File: src/rtl/v_pkg.sv
// Shared types for the list-query / update pipelines: state-table layout, query
// error flags, hazard policy, plus the level decode and key/volume select primitives.
package v_pkg;

    localparam int ENTRIES_N    = 4;
    localparam int UPD_STAGES_N = 5;
    localparam int ID_W         = 8;
    localparam int LEVEL_W      = 3;
    localparam int KEY_W        = 16;
    localparam int VOLUME_W     = 16;
    localparam int LISTSIZE_W   = $clog2(ENTRIES_N + 1);

    typedef logic [ID_W-1:0]       id_t;
    typedef logic [ID_W-1:0]       addr_t;
    typedef logic [LEVEL_W-1:0]    level_t;
    typedef logic [KEY_W-1:0]      key_t;
    typedef logic [VOLUME_W-1:0]   volume_t;
    typedef logic [LISTSIZE_W-1:0] listsize_t;

    typedef struct packed {
        logic [ENTRIES_N-1:0]    vld;
        listsize_t               listsize;
        key_t [ENTRIES_N-1:0]    key;
        volume_t [ENTRIES_N-1:0] volume;
    } state_t;

    typedef struct packed {
        logic invalid;
        logic busy;
    } query_err_t;

    typedef enum logic {
        BUSY_ERROR  = 1'b0,
        BUSY_REPLAY = 1'b1
    } busy_mode_t;

    function automatic logic [ENTRIES_N-1:0] dec(input level_t level);
        logic [ENTRIES_N-1:0] d;
        d = '0;
        for (int i = 0; i < ENTRIES_N; i++) d[i] = (level == level_t'(i));
        return d;
    endfunction

    // One-hot AND-OR selects; an all-zero select yields zero.
    function automatic key_t mux_key(input logic [ENTRIES_N-1:0] sel,
                                     input key_t [ENTRIES_N-1:0] din);
        key_t r;
        r = '0;
        for (int i = 0; i < ENTRIES_N; i++) if (sel[i]) r = r | din[i];
        return r;
    endfunction

    function automatic volume_t mux_volume(input logic [ENTRIES_N-1:0] sel,
                                           input volume_t [ENTRIES_N-1:0] din);
        volume_t r;
        r = '0;
        for (int i = 0; i < ENTRIES_N; i++) if (sel[i]) r = r | din[i];
        return r;
    endfunction

endpackage

File: src/rtl/v_pipe_query_hazard.sv
// N-way product-ID compare against the snooped update-pipeline stages.
module v_pipe_query_hazard
    import v_pkg::*;
#(
    parameter int UPD_STAGES_N = v_pkg::UPD_STAGES_N
) (
    input  id_t                          i_prod_id,
    input  logic [UPD_STAGES_N-1:0]      i_upd_vld_r,
    input  id_t [UPD_STAGES_N-1:0]       i_upd_prod_id_r,
    output logic                         o_busy
);

    logic [UPD_STAGES_N-1:0] hit;

    always_comb begin
        hit = '0;
        for (int k = 0; k < UPD_STAGES_N; k++)
            hit[k] = i_upd_vld_r[k] & (i_upd_prod_id_r[k] == i_prod_id);
    end

    assign o_busy = |hit;

endmodule

File: src/rtl/v_pipe_query_rpl.sv
// List-query pipeline: S0 issues the state-table read (or parks the query while an
// update to the same ID is in flight), S1 formats the response from the read data.
//
//   state | meaning
//   IDLE  | accepting queries; candidate is the bus query
//   HOLD  | replaying a parked query; candidate is the hold register
module v_pipe_query_rpl
    import v_pkg::*;
#(
    parameter int         ENTRIES_N    = v_pkg::ENTRIES_N,
    parameter int         UPD_STAGES_N = v_pkg::UPD_STAGES_N,
    parameter busy_mode_t BUSY_MODE    = BUSY_ERROR,
    parameter int         RETRY_MAX    = 7
) (
    input  logic                     clk,
    input  logic                     rst_n,
    input  logic                     i_lut_vld,
    output logic                     o_lut_rdy,
    input  id_t                      i_lut_prod_id,
    input  level_t                   i_lut_level,
    output logic                     o_lut_vld_r,
    output key_t                     o_lut_key,
    output volume_t                  o_lut_size,
    output listsize_t                o_lut_listsize,
    output logic                     o_lut_error,
    output query_err_t               o_lut_err_code,
    output logic [15:0]              o_busy_cnt_r,
    output logic                     o_state_ren,
    output addr_t                    o_state_raddr,
    input  state_t                   i_state_rdata,
    input  logic [UPD_STAGES_N-1:0]  i_upd_vld_r,
    input  id_t [UPD_STAGES_N-1:0]   i_upd_prod_id_r
);

    localparam int RETRY_W = $clog2(RETRY_MAX + 1);

    typedef enum logic {IDLE, HOLD} fsm_t;

    fsm_t                 state_r, state_nxt;
    logic [RETRY_W-1:0]   retry_cnt_r, retry_cnt_nxt;
    id_t                  hold_id_r;
    level_t               hold_level_r;
    logic                 hold_load;

    id_t                  cand_id;
    level_t               cand_level;
    logic                 busy;
    logic                 issue;
    logic                 issue_busy;
    logic                 busy_inc;

    level_t               s1_level_r;
    logic                 s1_busy_r;
    logic [v_pkg::ENTRIES_N-1:0] lvl_mask;
    logic [v_pkg::ENTRIES_N-1:0] level_dec;
    logic                 s1_invalid;

    v_pipe_query_hazard #(
        .UPD_STAGES_N (UPD_STAGES_N)
    ) u_hazard (
        .i_prod_id       (cand_id),
        .i_upd_vld_r     (i_upd_vld_r),
        .i_upd_prod_id_r (i_upd_prod_id_r),
        .o_busy          (busy)
    );

    always_comb begin
        state_nxt     = state_r;
        retry_cnt_nxt = retry_cnt_r;
        hold_load     = 1'b0;
        issue         = 1'b0;
        issue_busy    = 1'b0;
        busy_inc      = 1'b0;
        o_lut_rdy     = 1'b0;
        cand_id       = i_lut_prod_id;
        cand_level    = i_lut_level;
        case (state_r)
            IDLE: begin
                o_lut_rdy = rst_n;
                if (i_lut_vld && rst_n) begin
                    if (BUSY_MODE == BUSY_ERROR) begin
                        issue      = 1'b1;
                        issue_busy = busy;
                        busy_inc   = busy;
                    end else if (!busy) begin
                        issue = 1'b1;
                    end else begin
                        hold_load     = 1'b1;
                        retry_cnt_nxt = RETRY_W'(1);
                        state_nxt     = HOLD;
                    end
                end
            end
            HOLD: begin
                cand_id    = hold_id_r;
                cand_level = hold_level_r;
                if (!busy) begin
                    issue         = 1'b1;
                    retry_cnt_nxt = '0;
                    state_nxt     = IDLE;
                end else if (retry_cnt_r == RETRY_W'(RETRY_MAX)) begin
                    issue         = 1'b1;
                    issue_busy    = 1'b1;
                    busy_inc      = 1'b1;
                    retry_cnt_nxt = '0;
                    state_nxt     = IDLE;
                end else begin
                    retry_cnt_nxt = retry_cnt_r + RETRY_W'(1);
                end
            end
            default: state_nxt = IDLE;
        endcase
    end

    assign o_state_ren   = issue & rst_n;
    assign o_state_raddr = addr_t'(cand_id);

    always_ff @(posedge clk) begin
        if (!rst_n) begin
            state_r      <= IDLE;
            retry_cnt_r  <= '0;
            o_lut_vld_r  <= 1'b0;
            o_busy_cnt_r <= '0;
        end else begin
            state_r     <= state_nxt;
            retry_cnt_r <= retry_cnt_nxt;
            o_lut_vld_r <= issue;
            if (busy_inc && o_busy_cnt_r != 16'hFFFF)
                o_busy_cnt_r <= o_busy_cnt_r + 16'd1;
        end
    end

    // Query payload and S1 context carry no reset; they are qualified by FSM/valid.
    always_ff @(posedge clk) begin
        if (hold_load) begin
            hold_id_r    <= i_lut_prod_id;
            hold_level_r <= i_lut_level;
        end
        if (issue) begin
            s1_level_r <= cand_level;
            s1_busy_r  <= issue_busy;
        end
    end

    always_comb begin
        lvl_mask = '0;
        for (int i = 0; i < v_pkg::ENTRIES_N; i++) lvl_mask[i] = (i < ENTRIES_N);
    end

    assign level_dec  = dec(s1_level_r) & lvl_mask;
    assign s1_invalid = ((level_dec & i_state_rdata.vld) == '0);

    assign o_lut_key              = mux_key(level_dec, i_state_rdata.key);
    assign o_lut_size             = mux_volume(level_dec, i_state_rdata.volume);
    assign o_lut_listsize         = i_state_rdata.listsize;
    assign o_lut_err_code.invalid = s1_invalid;
    assign o_lut_err_code.busy    = s1_busy_r;
    assign o_lut_error            = s1_invalid | s1_busy_r;

endmodule
File: config.mk
export PLATFORM = sky130hd
export DESIGN_NAME = v_pipe_query_rpl
export DESIGN_NICKNAME = d
export VERILOG_FILES = /design/src/rtl/v_pkg.sv /design/src/rtl/v_pipe_query_hazard.sv /design/src/rtl/v_pipe_query_rpl.sv
export SDC_FILE = /design/constraint.sdc
export NUM_CORES = 1
export LEC_CHECK = 0
export BUFFER_PORTS_ARGS = -buffer_cell sky130_fd_sc_hd__buf_2
export CORE_ASPECT_RATIO = 0.6
export CORE_MARGIN = 2
export CORE_UTILIZATION = 30
export DETAILED_ROUTE_END_ITERATION = 8
export PLACE_DENSITY = 0.67
export SLEW_MARGIN = 20
export SYNTH_ARGS = -nofsm -noshare
export SYNTH_HDL_FRONTEND = slang
export SYNTH_SLANG_ARGS = --single-unit
File: constraint.sdc
create_clock -name clk -period 3.6 [get_ports clk]
set_input_delay 0.36 -clock clk [delete_from_list [all_inputs] [get_ports clk]]
set_output_delay 0.36 -clock clk [all_outputs]
set_load 0.03 [all_outputs]
==> key figures <==
Outcome
  – Status: complete, no violations

Place
  – PortBufs: between 200 and 300
  – Placed cells: 657
  – RD Place Congestion: 0.869
  – Worst slack, placed: ~1100 ps
  – Hpwl dp: between 9 and 10 mm

Clocking
  – CTS Buf Count: 3
  – Hold buffer count at cts: 0
  – Root Driver: clkbuf_16
  – Clock Path Buffers: 2
  – Clock transition at path regs: approximately 70 ps
  – CTS HTree Levels: 1
  – Clk sinks: 25
  – CTS tree: done
  – Setup Buffers After CTS: 0
  – Post-cts sizing count: 0
  – Worst skew pair latency: between 200 and 300 ps

Power and ir drop
  – Switching portion of total power: 36.7%
  – Sequential share of power: 30.8%
  – Final Power: 0.943 mW
  – Switching power: 0.346 mW
  – Clock network power share: between 20% and 30%
  – Logic pwr share: a little over two fifths
  – Power Density: 247 nW/µm²
  – Internal power: roughly 0.6 mW
  – Maximum VDD drop: about 0.2 mV
  – LEAKAGE: 1.96 nW

Global route
  – Largest net degree at the start of global routing: 34
  – Total global routing overflow: 0
  – First-pass GRT wire length: around 14 mm
  – Initial antenna violation count: 0
  – Vias in the first global route: 2,838
  – Gr usage total: between 15 and 20%

Synthesis
  – Synth top area cells: a22oi_1 19%, dfxtp_1 16%, xor2_1 12%, nand2_1 6.2%, edfxtp_1 4.7%
  – Ys flop type: dfxtp_1
  – Commonest cells post-synth: 64 x a22oi_1, 42 x nand2_1, 35 x xor2_1, 21 x dfxtp_1, 16 x clkbuf_1
  – #FFs+latches synth: 25
  – Synth cell types: 44
  – EDFF count, synth: 4
  – Synthesized area per cell: 7.76 µm²
  – Seq/Total Area, Yosys: 21.1%
  – Synth top area share: about a fifth
  – Most numerous cell in the Yosys netlist: a22oi_1
  – Yosys warns: 0
  – Ys async rst share: 0%
  – Cell Area, Synth: 2560 µm²
  – Syn Inst Count: 330
  – Mapped Nets: between 500 and 600
  – Synth area leader: a22oi_1

Timing
  – Final worst slack: 930 ps
  – Slew Limit Fails: 0
  – RSZ-0062 raised after global routing: no
  – Worst hold slack: 275 ps
  – Worst slew pin tran: 786 ps
  – Setup-failing EPs final: 0
  – Fmax: between 300 and 400 MHz
  – Setup TNS: 0 ps
  – Max-slew headroom: a little under half
  – Fin crit share: between 70% and 80%
  – Hold Violations, Final: 0
  – Clock skew: 7.38 ps
  – Period minus WS final: approximately 2700 ps

Setup path
  – Critical path class: flop to output pin
  – Crit path from: s1_level_r[0]$_DFFE_PP_
  – Largest delay contributor family on the critical path: simple AND/OR/NAND/NOR gates
  – Worst endpoint data arrival time: 2310 ps
  – Critical-path cell list: nor3_2 -> buf_4 -> a22oi_1 -> nand2_1 -> buf_2
  – Worst-path fanout max: 23
  – Reg2reg start: retry_cnt_r[0]$_SDFFE_PN0P_
  – Setup crit end kind: output pin
  – Critical path launch point type: flop
  – Critical path buffer and inverter count: 2
  – CP max-delay cell: nor3_2
  – Critical Path RT: around 3200 ps
  – Worst stage delay on the critical path: about 690 ps

Drt
  – Via density per instance: 5.21
  – Antenna-violating nets left: 0
  – DR WL/cell: approximately 16 µm
  – # DRC: 0
  – First DRT Iteration DRCs: ~220
  – Routed Wire Length: 10.8 mm
  – Via Count: roughly 3,400
  – Drt pass-1 iters: 4

Final layout
  – Area Growth Syn to Fin: 49.0%
  – Fill count: approximately 850
  – Post-Layout Cell Count: roughly 660
  – Area of the multi-input gates: 1740 µm²
  – Sequential cell area: between 500 and 600 µm²
  – Share of cells above drive strength 1: between 40 and 50%
  – Nets: 747
  – Ant. Diodes: 0

Floorplan
  – Die ar.: 9310 µm²
  – Num rows: 26
  – Initial Utilization: between 30 and 40%
  – Chip width: between 100 and 150 µm
  – Core area: 8390 µm²
  – DIE HEIGHT: 75.6 µm
  – Num ports: between 200 and 300

Min path
  – Type of the most critical hold path: input pin to flop
  – Hold_sp: i_lut_level[2]

Job
  – Max Cap Viol: 0
## worst register-to-register path, stage by stage (launching register included)
cell and delay [ps]:
dfxtp_1 360, ha_1 150, ha_1 160, nand2_1 60
o21ai_1 350, nand2_2 380, or4_1 560, a21oi_1 160
## area by class of cell
type	instances	share of cell area (%)
Clock buffer	3	1.97
Clock inverter	1	0.197
Inverter	3	0.295
Multi-Input combinational cell	260	45.7
Sequential cell	25	14.2
Tap cell	112	3.67
Timing Repair Buffer	257	34.0
## per-stage QoR
stage / instance area (µm²) / utilization, %
global route: 3810 / 45.5
CTS: 3810 / 45.5
finish: 3810 / 45.5
detailed placement: 3730 / 44.5
floorplan: 2560 / -
global placement: 3730 / 44.5
## kinds of logic (layout without fill, tap and decap cells)
| logic type | Yosys count | count (layout) | synth area share (%) |
|---|---|---|---|
| flops | 25 | 25 | 21.1 |
| simple gates | 114 | 114 | 23.4 |
| fa+ha+maj | 3 | 3 | 1.47 |
| xor+xnor | 40 | 40 | 13.7 |
| buf+inv | 45 | 264 | 11.4 |
| compound gates | 101 | 101 | 28.1 |
| mux | 2 | 2 | 0.782 |
## state kept, by name, summed over array words and instances, names as in the netlist
| register | flops |
|---|---|
| o_busy_cnt_r | 16 |
| o_lut_vld_r | 1 |
| retry_cnt_r | 3 |
| s1_busy_r | 1 |
| s1_level_r | 3 |
| state_r | 1 |
## cell usage in the layout (no fill, tap or decap), types with 3 or more instances in the layout
| cell type | n |
|---|---|
| a21oi_1 | 14 |
| a22oi_1 | 64 |
| and2_1 | 3 |
| and3_1 | 3 |
| buf_2 | 252 |
| buf_4 | 5 |
| clkbuf_16 | 3 |
| dfxtp_1 | 21 |
| edfxtp_1 | 4 |
| ha_1 | 3 |
| inv_1 | 3 |
| nand2_1 | 42 |
| nand2b_1 | 3 |
| nand3_1 | 9 |
| nand4_1 | 8 |
| nor2_1 | 8 |
| nor3_1 | 8 |
| nor4_1 | 5 |
| o21ai_0 | 4 |
| o31ai_1 | 10 |
| or4_1 | 8 |
| xnor2_1 | 5 |
| xor2_1 | 35 |
## power by group through the flow
stage / Combinational [mW] / Sequential [mW] / Clock, mW
2_1_floorplan: 0.236 / 0.296 / 0
3_3_place_gp: 0.396 / 0.297 / 0
3_5_place_dp: 0.399 / 0.297 / 0
4_1_cts: 0.400 / 0.290 / 0.259
5_1_grt: 0.432 / 0.291 / 0.273
6_report: 0.400 / 0.290 / 0.253
## path summary, 6_finish.rpt
kind | end | slack [ps] | cells after the start
setup / recovery | o_lut_key[11] | 930 | 5
hold / removal | s1_level_r[2]$_DFFE_PP_ | 280 | 1
setup reg to reg | o_busy_cnt_r[3]$_SDFFE_PN0P_ | 1340 | 7
hold reg to reg | retry_cnt_r[2]$_SDFFE_PN0P_ | 480 | 2
## layer usage
layer  part of all wire (%)  vias up  wire length (µm)  track usage (%)
met2                     49      176              5260             34.1
met5                      0        -                 0                0
li1                       -     1664                 -                -
met3                     11        8              1170             4.04
met1                     39     1596              4260             26.2
met4                    1.0        0               112             3.66
(Power assumes the default switching activity.)
